==> config.mk <==
export PLATFORM = sky130hd
export DESIGN_NAME = debounced_edge_detector_flat
export DESIGN_NICKNAME = d
export VERILOG_FILES = /design/src/rtl/debounced_edge_detector_if.sv /design/src/rtl/debounced_edge_detector.sv /design/src/flat_wrapper.sv
export SDC_FILE = /design/constraint.sdc
export NUM_CORES = 1
export LEC_CHECK = 0
export BUFFER_PORTS_ARGS = -buffer_cell sky130_fd_sc_hd__clkbuf_2
export CORE_ASPECT_RATIO = 1.4
export CORE_UTILIZATION = 50
export CTS_BUF_LIST = sky130_fd_sc_hd__clkbuf_4
export DETAILED_ROUTE_END_ITERATION = 8
export PLACE_DENSITY = 0.76
export SLEW_MARGIN = 30
export SYNTH_ARGS = -nofsm -noshare
export SYNTH_HDL_FRONTEND = slang
export SYNTH_SLANG_ARGS = --single-unit
==> constraint.sdc <==
create_clock -name clk -period 1.1 [get_ports clk]
set_input_delay 0.11 -clock clk [delete_from_list [all_inputs] [get_ports clk]]
set_output_delay 0.11 -clock clk [all_outputs]
set_load 0.01 [all_outputs]
==> src/rtl/debounced_edge_detector_if.sv <==
// Purpose : bundles the per-channel input/output vectors of debounced_edge_detector.
// Latency : none (wires only).
// Backpressure: none; all signals are level/pulse, no handshake.
//
// Ports (as seen by the detector through the slave modport):
//   signal  [CHANNELS-1:0] in   raw asynchronous inputs
//   mode    [1:0]          in   event select: 00 rise, 01 fall, 10 both, 11 off
//   clear   [CHANNELS-1:0] in   per-channel synchronous clear of pending
//   level   [CHANNELS-1:0] out  debounced level
//   rise    [CHANNELS-1:0] out  one-cycle pulse on debounced 0->1
//   fall    [CHANNELS-1:0] out  one-cycle pulse on debounced 1->0
//   outedge [CHANNELS-1:0] out  one-cycle pulse when the edge matches mode
//   pending [CHANNELS-1:0] out  sticky event flag
interface debounced_edge_detector_if #(
  parameter int CHANNELS = 4
);

  logic [CHANNELS-1:0] signal;
  logic [1:0]          mode;
  logic [CHANNELS-1:0] clear;
  logic [CHANNELS-1:0] level;
  logic [CHANNELS-1:0] rise;
  logic [CHANNELS-1:0] fall;
  logic [CHANNELS-1:0] outedge;
  logic [CHANNELS-1:0] pending;

  // Driver side: board inputs and control, observes conditioned outputs.
  modport master (
    output signal,
    output mode,
    output clear,
    input  level,
    input  rise,
    input  fall,
    input  outedge,
    input  pending
  );

  // Detector side.
  modport slave (
    input  signal,
    input  mode,
    input  clear,
    output level,
    output rise,
    output fall,
    output outedge,
    output pending
  );

endinterface

==> src/rtl/debounced_edge_detector.sv <==
// Purpose : multi-channel synchroniser + stable-count debouncer + rise/fall/event/pending generator.
// Latency : input sampled at edge 0 -> level/rise/fall/outedge/pending change after edge SYNC_STAGES+DEBOUNCE_CYCLES.
// Backpressure: none; pulses are single-cycle, pending holds an event until cleared.
//
// Ports:
//   clk    in   single clock, all state on posedge
//   reset  in   asynchronous active-high reset, clears every register immediately
//   bus    slave modport of debounced_edge_detector_if (signal/mode/clear in,
//               level/rise/fall/outedge/pending out)
//
// Per channel the raw input is first captured by a sample flop (edge 0) and then
// passes SYNC_STAGES synchroniser flops; the last of these is sync_out. The
// debouncer counts consecutive cycles in which sync_out disagrees with level and
// accepts the new level on the DEBOUNCE_CYCLES-th such cycle.
module debounced_edge_detector #(
  parameter int CHANNELS        = 4,
  parameter int SYNC_STAGES     = 2,
  parameter int DEBOUNCE_CYCLES = 4,
  localparam int CNT_W          = $clog2(DEBOUNCE_CYCLES + 1)
) (
  input logic                     clk,
  input logic                     reset,
  debounced_edge_detector_if.slave bus
);

  typedef enum logic [1:0] {
    MODE_RISE = 2'b00,
    MODE_FALL = 2'b01,
    MODE_BOTH = 2'b10,
    MODE_OFF  = 2'b11
  } mode_e;

  // Terminal count: the DEBOUNCE_CYCLES-th consecutive disagreeing cycle.
  localparam logic [CNT_W-1:0] CNT_LAST = CNT_W'(DEBOUNCE_CYCLES - 1);

  // ------------------------------------------------------------------
  // State
  // ------------------------------------------------------------------
  // sync_q[i][0] is the input sample flop, sync_q[i][SYNC_STAGES] is sync_out.
  logic [SYNC_STAGES:0] sync_q  [CHANNELS];
  logic [CNT_W-1:0]     cnt_q   [CHANNELS];
  logic [CHANNELS-1:0]  level_q;
  logic [CHANNELS-1:0]  rise_q;
  logic [CHANNELS-1:0]  fall_q;
  logic [CHANNELS-1:0]  outedge_q;
  logic [CHANNELS-1:0]  pending_q;

  // ------------------------------------------------------------------
  // Next-state logic
  // ------------------------------------------------------------------
  logic [CHANNELS-1:0]  sync_out;
  logic [CHANNELS-1:0]  accept;     // level flips at this edge
  logic [CNT_W-1:0]     cnt_d   [CHANNELS];
  logic [CHANNELS-1:0]  rise_d;
  logic [CHANNELS-1:0]  fall_d;
  logic [CHANNELS-1:0]  outedge_d;
  logic [CHANNELS-1:0]  pending_d;
  mode_e                mode_sel;

  assign mode_sel = mode_e'(bus.mode);

  always_comb begin
    sync_out = '0;
    accept   = '0;
    for (int i = 0; i < CHANNELS; i++) begin
      cnt_d[i]    = '0;
      sync_out[i] = sync_q[i][SYNC_STAGES];

      if (sync_out[i] == level_q[i]) begin
        // Agreement (including a glitch returning early) discards any partial count.
        cnt_d[i] = '0;
      end else if (cnt_q[i] == CNT_LAST) begin
        accept[i] = 1'b1;
        cnt_d[i]  = '0;
      end else begin
        cnt_d[i] = cnt_q[i] + CNT_W'(1);
      end
    end

    // On acceptance the new level is sync_out, so its value names the edge direction.
    rise_d = accept & sync_out;
    fall_d = accept & ~sync_out;

    // mode is taken at the edge where level flips.
    outedge_d = '0;
    case (mode_sel)
      MODE_RISE: outedge_d = rise_d;
      MODE_FALL: outedge_d = fall_d;
      MODE_BOTH: outedge_d = rise_d | fall_d;
      MODE_OFF:  outedge_d = '0;
      default:   outedge_d = '0;
    endcase

    // A new event wins over a simultaneous clear so no event is lost.
    pending_d = outedge_d | (pending_q & ~bus.clear);
  end

  // ------------------------------------------------------------------
  // Registers
  // ------------------------------------------------------------------
  always_ff @(posedge clk or posedge reset) begin
    if (reset) begin
      for (int i = 0; i < CHANNELS; i++) begin
        sync_q[i] <= '0;
        cnt_q[i]  <= '0;
      end
      level_q   <= '0;
      rise_q    <= '0;
      fall_q    <= '0;
      outedge_q <= '0;
      pending_q <= '0;
    end else begin
      for (int i = 0; i < CHANNELS; i++) begin
        sync_q[i] <= {sync_q[i][SYNC_STAGES-1:0], bus.signal[i]};
        cnt_q[i]  <= cnt_d[i];
      end
      level_q   <= level_q ^ accept;
      rise_q    <= rise_d;
      fall_q    <= fall_d;
      outedge_q <= outedge_d;
      pending_q <= pending_d;
    end
  end

  // ------------------------------------------------------------------
  // Outputs
  // ------------------------------------------------------------------
  assign bus.level   = level_q;
  assign bus.rise    = rise_q;
  assign bus.fall    = fall_q;
  assign bus.outedge = outedge_q;
  assign bus.pending = pending_q;

endmodule
==> src/flat_wrapper.sv <==
// flat-port wrapper written by rule: the top's interface ports become plain ports
module debounced_edge_detector_flat 
#(
  parameter int CHANNELS        = 4,
  parameter int SYNC_STAGES     = 2,
  parameter int DEBOUNCE_CYCLES = 4,
  localparam int CNT_W          = $clog2(DEBOUNCE_CYCLES + 1)
)
  (clk, reset, bus_signal, bus_mode, bus_clear, bus_level, bus_rise, bus_fall, bus_outedge, bus_pending);
  debounced_edge_detector_if #(.CHANNELS(CHANNELS)) bus_i ();
  input logic clk;
  input logic reset;
  input wire logic [$bits(bus_i.signal)-1:0] bus_signal;
  input wire logic [$bits(bus_i.mode)-1:0] bus_mode;
  input wire logic [$bits(bus_i.clear)-1:0] bus_clear;
  output wire logic [$bits(bus_i.level)-1:0] bus_level;
  output wire logic [$bits(bus_i.rise)-1:0] bus_rise;
  output wire logic [$bits(bus_i.fall)-1:0] bus_fall;
  output wire logic [$bits(bus_i.outedge)-1:0] bus_outedge;
  output wire logic [$bits(bus_i.pending)-1:0] bus_pending;
  assign bus_i.signal = bus_signal;
  assign bus_i.mode = bus_mode;
  assign bus_i.clear = bus_clear;
  assign bus_level = bus_i.level;
  assign bus_rise = bus_i.rise;
  assign bus_fall = bus_i.fall;
  assign bus_outedge = bus_i.outedge;
  assign bus_pending = bus_i.pending;
  debounced_edge_detector #(.CHANNELS(CHANNELS), .SYNC_STAGES(SYNC_STAGES), .DEBOUNCE_CYCLES(DEBOUNCE_CYCLES)) u_core (.clk(clk), .reset(reset), .bus(bus_i));
endmodule
Word-level counts from Yosys, hierarchy flattened
Index checks and enable logic that the tools add are counted.
{"block": "classes", "n_addsub": 4, "n_eq_ne": 11, "mux": 17, "bitwise_logic": 8, "reduce_logical": 1}
{"operator": "two-way mux 3 bit", "count": 8}
{"operator": "case mux 4 bit (4 select lines)", "count": 1}
{"operator": "adder 3 x 1 -> 3 bit (second input constant)", "count": 4}
{"operator": "AND 4 bit", "count": 3}
{"operator": "equality test 3 x 2 -> 1 bit (second input constant)", "count": 4}
{"operator": "two-way mux 1 bit", "count": 8}
{"operator": "inverter 4 bit", "count": 2}
{"operator": "bitwise OR 4 bit", "count": 2}
{"operator": "equality test 1 bit", "count": 4}
{"operator": "equality test 2 bit (second input constant)", "count": 2}
{"operator": "bitwise XOR 4 bit", "count": 1}
{"operator": "equality test 2 x 1 -> 1 bit (second input constant)", "count": 1}
{"operator": "logical NOT 2 bit", "count": 1}
{"block": "word_totals", "ff_bits": 44, "inputBits": 12, "out_inout_bits": 20, "word_cells": 54}

Logic depth before layout (Yosys ltp)
Gate-level depths: netlist of the first run.
{"block": "depth", "ltp_word": 7, "depth_mapped": 4, "ltp_nobuf": 4}

Worst setup path after synthesis of the first run
No wires, ideal clock.
{"block": "synth_timing", "kind": "reg2reg", "from": "reg u_core.cnt_q[0] (netlist bit)", "to": "reg (tool-made name)", "setup_ps": 125, "arrival_time_ps": 1017, "required_time_ps": 975, "path_slack_ps": -42, "path_stages_with_launch": 4, "n_path_buf": 0, "synth_period_minus_slack_ps": 1142, "cell_sequence": "dfrtp_1 > ha_1 > and2b_1 > mux2_2"}
{"item": "from (decl)", "line": "debounced_edge_detector.sv:41", "text": "logic [CNT_W-1:0] cnt_q [CHANNELS];"}
{"item": "from (signal, indexed assignment)", "line": "debounced_edge_detector.sv:115", "text": "cnt_q[i] <= cnt_d[i];"}

==> results.json, run 1 <==
{
  "max_clock_freq_mhz": 835,
  "core_outline_area_sq_um": 2940,
  "critPathKind": "register to register",
  "number_of_non_filler_instances_in_the_completed_layout": 208,
  "synth.avg_cell_area_sq_um": 13.9,
  "power_density_nw_per_um2": 2000,
  "final_net_count": 186,
  "die_x_um": 49.7,
  "fp-row-count": 23,
  "netlist_top_cells_area": "sky130_fd_sc_hd__dfrtp_1 (69%), sky130_fd_sc_hd__nor3b_1 (5.2%), sky130_fd_sc_hd__ha_1 (3.1%), sky130_fd_sc_hd__inv_1 (2.4%), sky130_fd_sc_hd__xnor2_1 (2.2%)",
  "worst-path-max-fanout": 4,
  "syn2layout_area_growth_pct": 35.8,
  "count_leader_synth": "sky130_fd_sc_hd__dfrtp_1",
  "final_min_period_over_clock_period": 1.09,
  "final_period_minus_worst_setup_slack_ns": 1.20,
  "power.total_w": 0.00432,
  "postSynth.topFlopCell": "sky130_fd_sc_hd__dfrtp_1",
  "detail_route.wl_per_cell_um": 13.8,
  "critical_path.startpoint_type": "register",
  "routability_congestion": 0.777,
  "timing.critical_path.arrival_ns": 1.45,
  "clk-insertion-delay-late_ns": 0.35,
  "unrepaired_setup_endpoints_after_global_routing": "true",
  "hp-class": "input port to register",
  "globalRouteTotalUtil": 0.183,
  "number_of_vias_per_cell": 5.03,
  "grt_pass1_vias": 981,
  "synth_edf_count": 0,
  "finalHoldWorstSlack_ns": 0.0412,
  "ir_drop_v": 0.00154,
  "critical_path.slowest_cell": "sky130_fd_sc_hd__dfrtp_1",
  "placement.cell_area_sq_um": 1840,
  "dpl.cell_count": 187,
  "grt.overflow.total": 0,
  "reg2reg_slack_ns": -0.1,
  "crit_required_ns": 1.35,
  "min_to": "u_core.bus.pending[3]$_DFF_PP0_",
  "relSlewSlack": 0.794,
  "postSynthRegisterBits": 44,
  "critical_path.endpoint_type": "register",
  "detail_route.first_pass.iterations": 4,
  "boundaryPins": 32,
  "grt_pass1_wl_um": 4330,
  "initialDrtViolationCount": 18,
  "async_flop_share": 1.00,
  "hold_path_startpoint": "bus_clear[3]",
  "h-tree-depth": 2,
  "num_antenna_cells": 0,
  "timing.final.max_slew_violations": 0,
  "ys_types": 26,
  "clk_sinks": 44,
  "synth_area_leader": "sky130_fd_sc_hd__dfrtp_1",
  "post_synth_most_frequent_cells": "sky130_fd_sc_hd__dfrtp_1 (44), sky130_fd_sc_hd__nor3b_1 (11), sky130_fd_sc_hd__inv_1 (10)",
  "drc_violations_left": 0,
  "timing.rr.start": "u_core.cnt_q[6]$_DFF_PP0_",
  "ctsLongestPathBuffers": 2,
  "final_cell_area_sq_um": 2170,
  "finalWorstSetupSlack_ns": -0.0973,
  "drt_wl_total_um": 2870,
  "tightestPinTransition_ns": 0.307,
  "multi_input_area_sq_um": 544,
  "cts_tree": "yes",
  "p_leak_nw": 1.05,
  "area_of_the_mapped_netlist_sq_um": 1600,
  "cts-root-buf": "sky130_fd_sc_hd__clkbuf_4",
  "largest_net_degree_at_the_start_of_global_routing": 45,
  "die-height_um": 68.8,
  "reg2reg_depth": 3,
  "drive_above_1_share": 0.456,
  "place_ws_ns": -0.110,
  "crit_path_cell_trace": "ha_4 -> and2b_2 -> mux2_2",
  "number_of_setup_violations_in_the_final_report": 8,
  "holdPathStages": 4,
  "synth.yosys.warnings": 0,
  "critical-path-max-stage-delay_ns": 0.43,
  "final-seq-area_sq_um": 1100,
  "placement.io_buffers": 31,
  "failed_checks": "setup timing",
  "die_area_sq_um": 3420,
  "clkTransAtPathRegs_ns": 0.12,
  "timing.max_cap.violations": 0,
  "via_count": 1046,
  "run_status": "finished with violations",
  "dp_hpwl_um": 1880,
  "floorplan.initialDensity": 0.543,
  "sequential_area_share_after_synthesis": 0.690,
  "cts-buffers-inserted": 5,
  "skew_ns": 0.00732,
  "netlist_instances": 115,
  "filler_cell_count": 211,
  "synth_top_area_share": 0.690,
  "report.final.hold_viol_count": 0,
  "antenna_found_initial": 0,
  "detail-route-antenna-nets": 0,
  "postSynthNetCount": 131
}
[critical path, delay by kind of cell (launching register included)]
family,cells,cell delay [ns]
fa+ha+maj,1,0.18
flops,1,0.43
mux,1,0.27
simple gates,1,0.22
[where the power goes]
| part | switching (W) | internal, W |
|---|---|---|
| clock | 0.000483 | 0.000475 |
| sequential | 0.000217 | 0.00188 |
| combinational | 0.000556 | 0.000717 |
[through the flow]
stage	utilization	setup TNS [ns]
after floorplan	-	-0.0379
after global placement	0.628	-0.140
after detailed placement	0.628	-0.450
after CTS	0.705	-0.541
after global routing	0.738	-0.949
final	0.738	-0.504
[registers in the layout, indices dropped and copies added, names as in the netlist, named ones only]
signal and cells:
u_core.bus.rise 4, u_core.bus.fall 4, u_core.sync_out 4, u_core.sync_q 8, u_core.cnt_q 12, u_core.bus.outedge 4
u_core.bus.pending 4
[cells by family after synthesis]
kind of cell,Yosys count,share of synthesized area
mux,2,0.0141
xor+xnor,5,0.0322
buf+inv,11,0.0306
compound gates,12,0.0463
simple gates,37,0.155
flops,44,0.690
fa+ha+maj,4,0.0314
[how the worst max path moves through the flow]
stage	start	endpoint	slack, ns	depth (start not counted)
2_1_floorplan	u_core.cnt_q[0]$_DFF_PP0_	register	-0.03	3
3_3_place_gp	u_core.cnt_q[0]$_DFF_PP0_	register	-0.04	3
3_5_place_dp	u_core.cnt_q[6]$_DFF_PP0_	register	-0.11	3
4_1_cts	u_core.cnt_q[6]$_DFF_PP0_	register	-0.1	3
5_1_grt	u_core.cnt_q[0]$_DFF_PP0_	u_core.bus.pending[3]$_DFF_PP0_	-0.14	4
6_report	u_core.cnt_q[6]$_DFF_PP0_	register	-0.1	3
[cell type report]
cell class,instances,area share
tap,37,0.0214
clock buffer,5,0.0173
timing repair buffer,49,0.161
inverter,10,0.0191
multi-input combinational,60,0.251
clock inverter,3,0.0196
sequential,44,0.510
[what timing repair did]
item | in CTS | in global routing
buffers inserted | 2 | 3
resized for setup | 15 | 18
endpoints found under the setup margin | 12 | 20
hold endpoints to repair | 51 | 0
pin swaps | 1 | 4
hold buffers | 8 | 0
[metal layers]
metal,vias to the layer above,track usage,wire (um)
met5,-,0,0
met4,0,0.139,73
met3,8,0.0439,124
met2,29,0.311,1540
met1,512,0.198,1130
li1,497,-,-
[layout by cell type, fill, tap and decap left out, types with 4 or more instances in the layout]
master | netlist | final
sky130_fd_sc_hd__dlygate4sd3_1 | 0 | 8
sky130_fd_sc_hd__clkbuf_2 | 0 | 27
sky130_fd_sc_hd__inv_1 | 10 | 8
sky130_fd_sc_hd__buf_6 | 1 | 5
sky130_fd_sc_hd__nor3b_1 | 11 | 7
sky130_fd_sc_hd__clkbuf_4 | 0 | 5
sky130_fd_sc_hd__dfrtp_1 | 44 | 41
sky130_fd_sc_hd__nor3_1 | 5 | 4
sky130_fd_sc_hd__buf_4 | 0 | 7
Power figures use the tool's default switching activity.
==> run 2, diff against run 1 <==
--- a/config.mk
+++ b/config.mk
@@ -5,12 +5,14 @@
 export SDC_FILE = /design/constraint.sdc
 export NUM_CORES = 1
 export LEC_CHECK = 0
-export BUFFER_PORTS_ARGS = -buffer_cell sky130_fd_sc_hd__clkbuf_2
+export BUFFER_PORTS_ARGS = -buffer_cell sky130_fd_sc_hd__buf_4
 export CORE_ASPECT_RATIO = 1.4
 export CORE_UTILIZATION = 50
 export CTS_BUF_LIST = sky130_fd_sc_hd__clkbuf_4
+export CTS_CLUSTER_SIZE = 24
 export DETAILED_ROUTE_END_ITERATION = 8
 export PLACE_DENSITY = 0.76
+export REMOVE_ABC_BUFFERS = 1
 export SLEW_MARGIN = 30
 export SYNTH_ARGS = -nofsm -noshare
 export SYNTH_HDL_FRONTEND = slang
==> run 2 against run 1 <==
The flow still finishes with violations (setup timing). Clock power up 3.2%. Non-clock buffer count is 2 higher. Setup slack better by 0.015 ns. Sequential power about the same. Clock-buffer cell count up 1. Sequential share of layout area down 0.73 points. Cell count rose by 0.96%. Largest cell class unchanged. Highest routed layer unchanged.
==> results.json, run 2 (synthesized netlist as in run 1, its figures left out) <==
{
  "run_status": "finished with violations",
  "failed_checks": "setup timing",
  "p_leak_nw": 1.07,
  "clk_sinks": 44,
  "share_comb_of_total_power": 0.287,
  "initialDrtViolationCount": 18,
  "ctsLongestPathBuffers": 2,
  "detail-route-antenna-nets": 0,
  "finalHoldWorstSlack_ns": 0.0458,
  "critPathKind": "register to register",
  "worst-path-max-fanout": 4,
  "routability_congestion": 0.768,
  "num_antenna_cells": 0,
  "drt_wl_total_um": 2820,
  "clkTransAtPathRegs_ns": 0.13,
  "cts_tree": "yes",
  "layout.cells.most_common": "sky130_fd_sc_hd__dfrtp_1",
  "top_metal_layer_carrying_routed_signals": "met4",
  "part_of_the_power_in_registers": 0.484,
  "h-tree-depth": 2,
  "via_count": 1043,
  "largestRegisters": "u_core.cnt_q x12, u_core.sync_q x8",
  "intPower_w": 0.00310,
  "swShare": 0.280,
  "number_of_non_filler_instances_in_the_completed_layout": 210,
  "boundaryPins": 32,
  "detailroute.wirelength.met2_um": 1580,
  "critical_path.slowest_cell": "sky130_fd_sc_hd__dfrtp_1",
  "dp_hpwl_um": 1820,
  "top_register": "u_core.cnt_q",
  "fp-row-count": 23,
  "fin_tns_setup_ns": -0.244,
  "core_outline_area_sq_um": 2940,
  "power.share.clock": 0.229,
  "cts-root-buf": "sky130_fd_sc_hd__clkbuf_4",
  "hold_path_startpoint": "bus_clear[3]",
  "relSlewSlack": 0.782,
  "crit_path_cell_trace": "ha_4 -> and2b_2 -> mux2_2",
  "critical_path.startpoint_type": "register",
  "cp.depth": 3,
  "critical_path.endpoint_type": "register",
  "die_x_um": 49.7,
  "final_min_period_over_clock_period": 1.07,
  "detail_route.wl_per_cell_um": 13.4,
  "grt_pass1_wl_um": 4540,
  "clk-insertion-delay-late_ns": 0.35,
  "final_cell_mix": "sky130_fd_sc_hd__dfrtp_1 (41), sky130_fd_sc_hd__buf_4 (38), sky130_fd_sc_hd__dlygate4sd3_1 (9), sky130_fd_sc_hd__inv_1 (8), sky130_fd_sc_hd__nor3b_1 (8)",
  "detail_route.first_pass.iterations": 3,
  "globalRouteTotalUtil": 0.187,
  "netSwitchingPower_w": 0.00121,
  "reg2reg_depth": 3,
  "wirelength_met1_um": 1090,
  "die-height_um": 68.8,
  "antenna_found_initial": 0,
  "crit_required_ns": 1.36,
  "die_area_sq_um": 3420,
  "syn2layout_area_growth_pct": 37.7,
  "skew_ns": 0.0181,
  "grt_pass1_vias": 1058,
  "drc_violations_left": 0,
  "detailroute.wirelength.met3_um": 106,
  "max_clock_freq_mhz": 846,
  "dpl.cell_count": 184,
  "number_of_setup_violations_in_the_final_report": 5,
  "ir_drop_v": 0.00144,
  "hp-class": "input port to register",
  "worst_setup_path_startpoint": "u_core.cnt_q[6]$_DFF_PP0_",
  "worstPathBufferInverterCount": 0,
  "unrepaired_setup_endpoints_after_global_routing": "true",
  "floorplan.initialDensity": 0.543,
  "power.total_w": 0.00431,
  "critical-path-max-stage-delay_ns": 0.43,
  "cts-buffers-inserted": 5,
  "finalWorstSetupSlack_ns": -0.0824,
  "critical-path-top-delay-family": "flip-flops",
  "timing.max_cap.violations": 0,
  "final_period_minus_worst_setup_slack_ns": 1.18,
  "power_density_nw_per_um2": 1960,
  "drive_above_1_share": 0.422,
  "report.final.hold_viol_count": 0,
  "number_of_vias_per_cell": 4.97,
  "placement.io_buffers": 31,
  "timing.rr.start": "u_core.cnt_q[6]$_DFF_PP0_",
  "reg2reg_slack_ns": -0.08,
  "timing.final.max_slew_violations": 0,
  "tightestPinTransition_ns": 0.324,
  "largest_net_degree_at_the_start_of_global_routing": 45,
  "largest_register_ff_count": 12,
  "final_net_count": 188,
  "timing.critical_path.arrival_ns": 1.44,
  "holdPathStages": 4,
  "grt.overflow.total": 0
}
==> run 2: cell types whose count changed in the layout (fill, tap and decap cells not counted), sizes merged <==
cell | before | now
buf | 14 | 42
dlygate4sd3 | 8 | 9
clkinvlp | 1 | 0
clkbuf | 32 | 6
==> run 2: worst paths after layout <==
kind	end
worst min-delay path	u_core.bus.pending[3]$_DFF_PP0_
worst max-delay path	register
worst min register to register	u_core.sync_out[1]$_DFF_PP0_
worst max register to register	register
min in group asynchronous	u_core.sync_out[1]$_DFF_PP0_
max in group asynchronous	asynchronous set/reset pin
==> run 2: area by class of cell <==
type | count | area, sq um
flip-flops and latches | 44 | 1100
fillers | 205 | 738
multi-input cells | 60 | 499
repair buffers | 51 | 429
well taps | 37 | 46.3
clock buffers | 6 | 45.0
inverters | 10 | 37.5
clock inverters | 2 | 35.0
==> run 2: tightest hold or removal path: cells and delay by family <==
family,cells,cell delay (ns)
AO/OA/AOI/OAI,2,0.11
buffers and inverters,2,0.15
==> run 2: per-stage QoR <==
stage	util	area, sq um	setup WS, ns
floorplan	-	1580	-0.0420
global placement	0.644	1890	-0.0639
detailed placement	0.644	1890	-0.121
CTS	0.718	2110	-0.0881
global route	0.749	2200	-0.133
finish	0.749	2200	-0.0824
==> run 2: repair_timing <==
| action | 4_1_cts | 5_1_grt |
|---|---|---|
| hold endpoints to repair | 51 | 1 |
| hold buffers | 8 | 1 |
| pin swaps | 4 | 1 |
| setup buffers | 4 | 5 |
| gates resized for setup | 11 | 11 |
| endpoints found under the setup margin | 12 | 23 |
==> run 2: routing by layer <==
metal  vias up  track usage
met5         -            0
met2        24        0.340
met4         0       0.0857
met3         5       0.0592
met1       512        0.197
li1        502            -
==> run 2: power groups by stage <==
| stage | Combinational [W] | Clock [W] | Sequential (W) |
|---|---|---|---|
| floorplan | 0.000505 | 0 | 0.00212 |
| global placement | 0.000859 | 0 | 0.00208 |
| detailed placement | 0.000907 | 0 | 0.00211 |
| CTS | 0.00105 | 0.00102 | 0.00207 |
| global route | 0.00136 | 0.00110 | 0.00212 |
| finish | 0.00124 | 0.000989 | 0.00209 |
==> run 3, diff against run 2 <==
--- a/config.mk
+++ b/config.mk
@@ -6,12 +6,14 @@
 export NUM_CORES = 1
 export LEC_CHECK = 0
 export BUFFER_PORTS_ARGS = -buffer_cell sky130_fd_sc_hd__buf_4
+export CELL_PAD_IN_SITES_DETAIL_PLACEMENT = 2
+export CELL_PAD_IN_SITES_GLOBAL_PLACEMENT = 2
 export CORE_ASPECT_RATIO = 1.4
-export CORE_UTILIZATION = 50
+export CORE_UTILIZATION = 34
 export CTS_BUF_LIST = sky130_fd_sc_hd__clkbuf_4
 export CTS_CLUSTER_SIZE = 24
 export DETAILED_ROUTE_END_ITERATION = 8
-export PLACE_DENSITY = 0.76
+export PLACE_DENSITY_LB_ADDON = 0.1
 export REMOVE_ABC_BUFFERS = 1
 export SLEW_MARGIN = 30
 export SYNTH_ARGS = -nofsm -noshare
==> run 3 against run 2 <==
Die area increased by 45%. The run still ends with setup timing left. Via count up 3.4%. Design area increased by 4.3%. Global-route usage down 2.3 points. Clock power decreased by 4.7%. Flip-flop and latch count unchanged. Clock skew shrank 0.011 ns. First-iteration DRC count down 56%.
==> results.json, run 3 (synthesized netlist as in run 1, its figures left out) <==
{
  "floorplan.initialDensity": 0.352,
  "clkTransAtPathRegs_ns": 0.12,
  "die_x_um": 59.9,
  "run_status": "finished with violations",
  "largest_register_ff_count": 12,
  "final_cell_area_sq_um": 2290,
  "syn2layout_area_growth_pct": 43.7,
  "fp-row-count": 29,
  "power_density_nw_per_um2": 1940,
  "final_cell_mix": "sky130_fd_sc_hd__dfrtp_1 (41), sky130_fd_sc_hd__buf_4 (35), sky130_fd_sc_hd__inv_1 (8), sky130_fd_sc_hd__dlygate4sd3_1 (8), sky130_fd_sc_hd__buf_6 (7)",
  "die-height_um": 83.0,
  "critical_path.slowest_cell": "sky130_fd_sc_hd__dfrtp_1",
  "largest_net_degree_at_the_start_of_global_routing": 45,
  "grt.busiest_layer": "met2",
  "number_of_setup_violations_in_the_final_report": 9,
  "report.final.hold_viol_count": 0,
  "worst-path-max-fanout": 5,
  "detail_route.wl_per_cell_um": 15.3,
  "ir_drop_v": 0.00156,
  "detail-route-antenna-nets": 0,
  "crit_path_cell_trace": "ha_2 -> and2b_2 -> mux2_2",
  "grt_pass1_wl_um": 5930,
  "tightestPinTransition_ns": 0.380,
  "grt.overflow.total": 0,
  "critPathKind": "register to register",
  "skew_ns": 0.00703,
  "cts-buffers-inserted": 5,
  "via_count": 1078,
  "detail_route.first_pass.iterations": 2,
  "timing.critical_path.arrival_ns": 1.44,
  "timing.max_cap.violations": 0,
  "h-tree-depth": 2,
  "power.total_w": 0.00445,
  "grtUsageMet1": 0.171,
  "core_outline_area_sq_um": 4540,
  "unrepaired_setup_endpoints_after_global_routing": "true",
  "grt_pass1_vias": 1245,
  "cts-root-buf": "sky130_fd_sc_hd__clkbuf_4",
  "initialDrtViolationCount": 8,
  "globalRouteTotalUtil": 0.163,
  "ctsLongestPathBuffers": 2,
  "dp_hpwl_um": 2350,
  "crit_required_ns": 1.33,
  "critical_path.endpoint_type": "register",
  "global_route.usage.met2": 0.297,
  "drt_wl_total_um": 3600,
  "die_area_sq_um": 4970,
  "critical-path-max-stage-delay_ns": 0.38,
  "worstPathBufferInverterCount": 0,
  "max_clock_freq_mhz": 832,
  "number_of_vias_per_cell": 4.59,
  "routability_congestion": 0.701,
  "top_register": "u_core.cnt_q",
  "p_leak_nw": 1.09,
  "failed_checks": "setup timing",
  "final_net_count": 188,
  "cts_tree": "yes",
  "layout.cells.most_common": "sky130_fd_sc_hd__dfrtp_1",
  "place_ws_ns": -0.134,
  "relSlewSlack": 0.745,
  "finalHoldWorstSlack_ns": 0.0547,
  "final_period_minus_worst_setup_slack_ns": 1.20,
  "largestRegisters": "u_core.cnt_q x12, u_core.sync_q x8",
  "clk_sinks": 44,
  "timing.final.max_slew_violations": 0,
  "critical-path-top-delay-family": "flip-flops",
  "gr-usage-met3": 0.0498,
  "drive_above_1_share": 0.462,
  "clk-insertion-delay-late_ns": 0.34,
  "drc_violations_left": 0,
  "hp-class": "input port to register",
  "finalWorstSetupSlack_ns": -0.102,
  "fin_tns_setup_ns": -0.404,
  "final_min_period_over_clock_period": 1.09,
  "placement.io_buffers": 31,
  "antenna_found_initial": 0,
  "critical_path.startpoint_type": "register",
  "num_antenna_cells": 0,
  "placement.cell_area_sq_um": 1940,
  "boundaryPins": 32
}
==> run 3: cell types whose count changed in the layout (fill, tap and decap cells not counted), moves of 2 or more <==
cell,before,now
sky130_fd_sc_hd__a31oi_1,3,0
sky130_fd_sc_hd__a31oi_2,0,2
sky130_fd_sc_hd__buf_4,38,35
sky130_fd_sc_hd__clkinv_1,1,3
sky130_fd_sc_hd__nor3b_1,8,6
sky130_fd_sc_hd__buf_6,3,7
==> run 3: repair_timing <==
item | CTS | global route
hold endpoints to repair | 51 | 0
buffers inserted | 7 | 1
pin swaps | 4 | 6
endpoints found under the setup margin | 16 | 26
resized for setup | 17 | 19
hold buffers | 8 | 0
==> run 3: per-layer routing <==
layer	share of wire	vias to the layer above
li1	-	500
met1	0.36	550
met2	0.60	22
met3	0.032	6
met4	0.012	0
met5	0	-
==> run 3: worst register-to-register path, delay by kind of cell, from the launching register on <==
kind	cells	cell delay (ns)
flip-flops	1	0.38
multiplexers	1	0.34
adder cells (fa/ha/maj)	1	0.19
AND/OR/NAND/NOR	1	0.19
==> run 3: cell type report <==
cell class	instances	area, sq um
well taps	62	77.6
flip-flops and latches	44	1100
inverters	10	37.5
clock inverters	3	37.5
fillers	472	2240
repair buffers	51	442
clock buffers	5	37.5
multi-input cells	60	556
==> run 3: power by group <==
| group | total [W] | leakage [nW] | internal (W) | switching (W) |
|---|---|---|---|---|
| clock | 0.000943 | 0.0403 | 0.000465 | 0.000478 |
| sequential | 0.00207 | 0.567 | 0.00188 | 0.000197 |
| combinational | 0.00143 | 0.480 | 0.000805 | 0.000628 |
| total | 0.00445 | 1.09 | 0.00315 | 0.00130 |
==> run 3: path summary, 6_finish.rpt <==
kind | endpoint | from | depth (start not counted) | slack [ns]
max | register | u_core.cnt_q[0]$_DFF_PP0_ | 3 | -0.10
min | u_core.bus.outedge[1]$_DFF_PP0_ | bus_mode[0] | 2 | 0.05
max reg2reg | register | u_core.cnt_q[0]$_DFF_PP0_ | 3 | -0.10
min reg2reg | u_core.sync_out[0]$_DFF_PP0_ | u_core.sync_q[10]$_DFF_PP0_ | 0 | 0.36
max in group asynchronous | asynchronous set/reset pin | reset | 4 | 0.53
min in group asynchronous | u_core.sync_out[0]$_DFF_PP0_ | reset | 4 | 0.35
==> run 3: stage by stage <==
step / util / instances
after floorplan: - / 114
after global placement: 0.427 / 211
after detailed placement: 0.427 / 211
after CTS: 0.488 / 234
after global routing: 0.505 / 235
final: 0.505 / 235
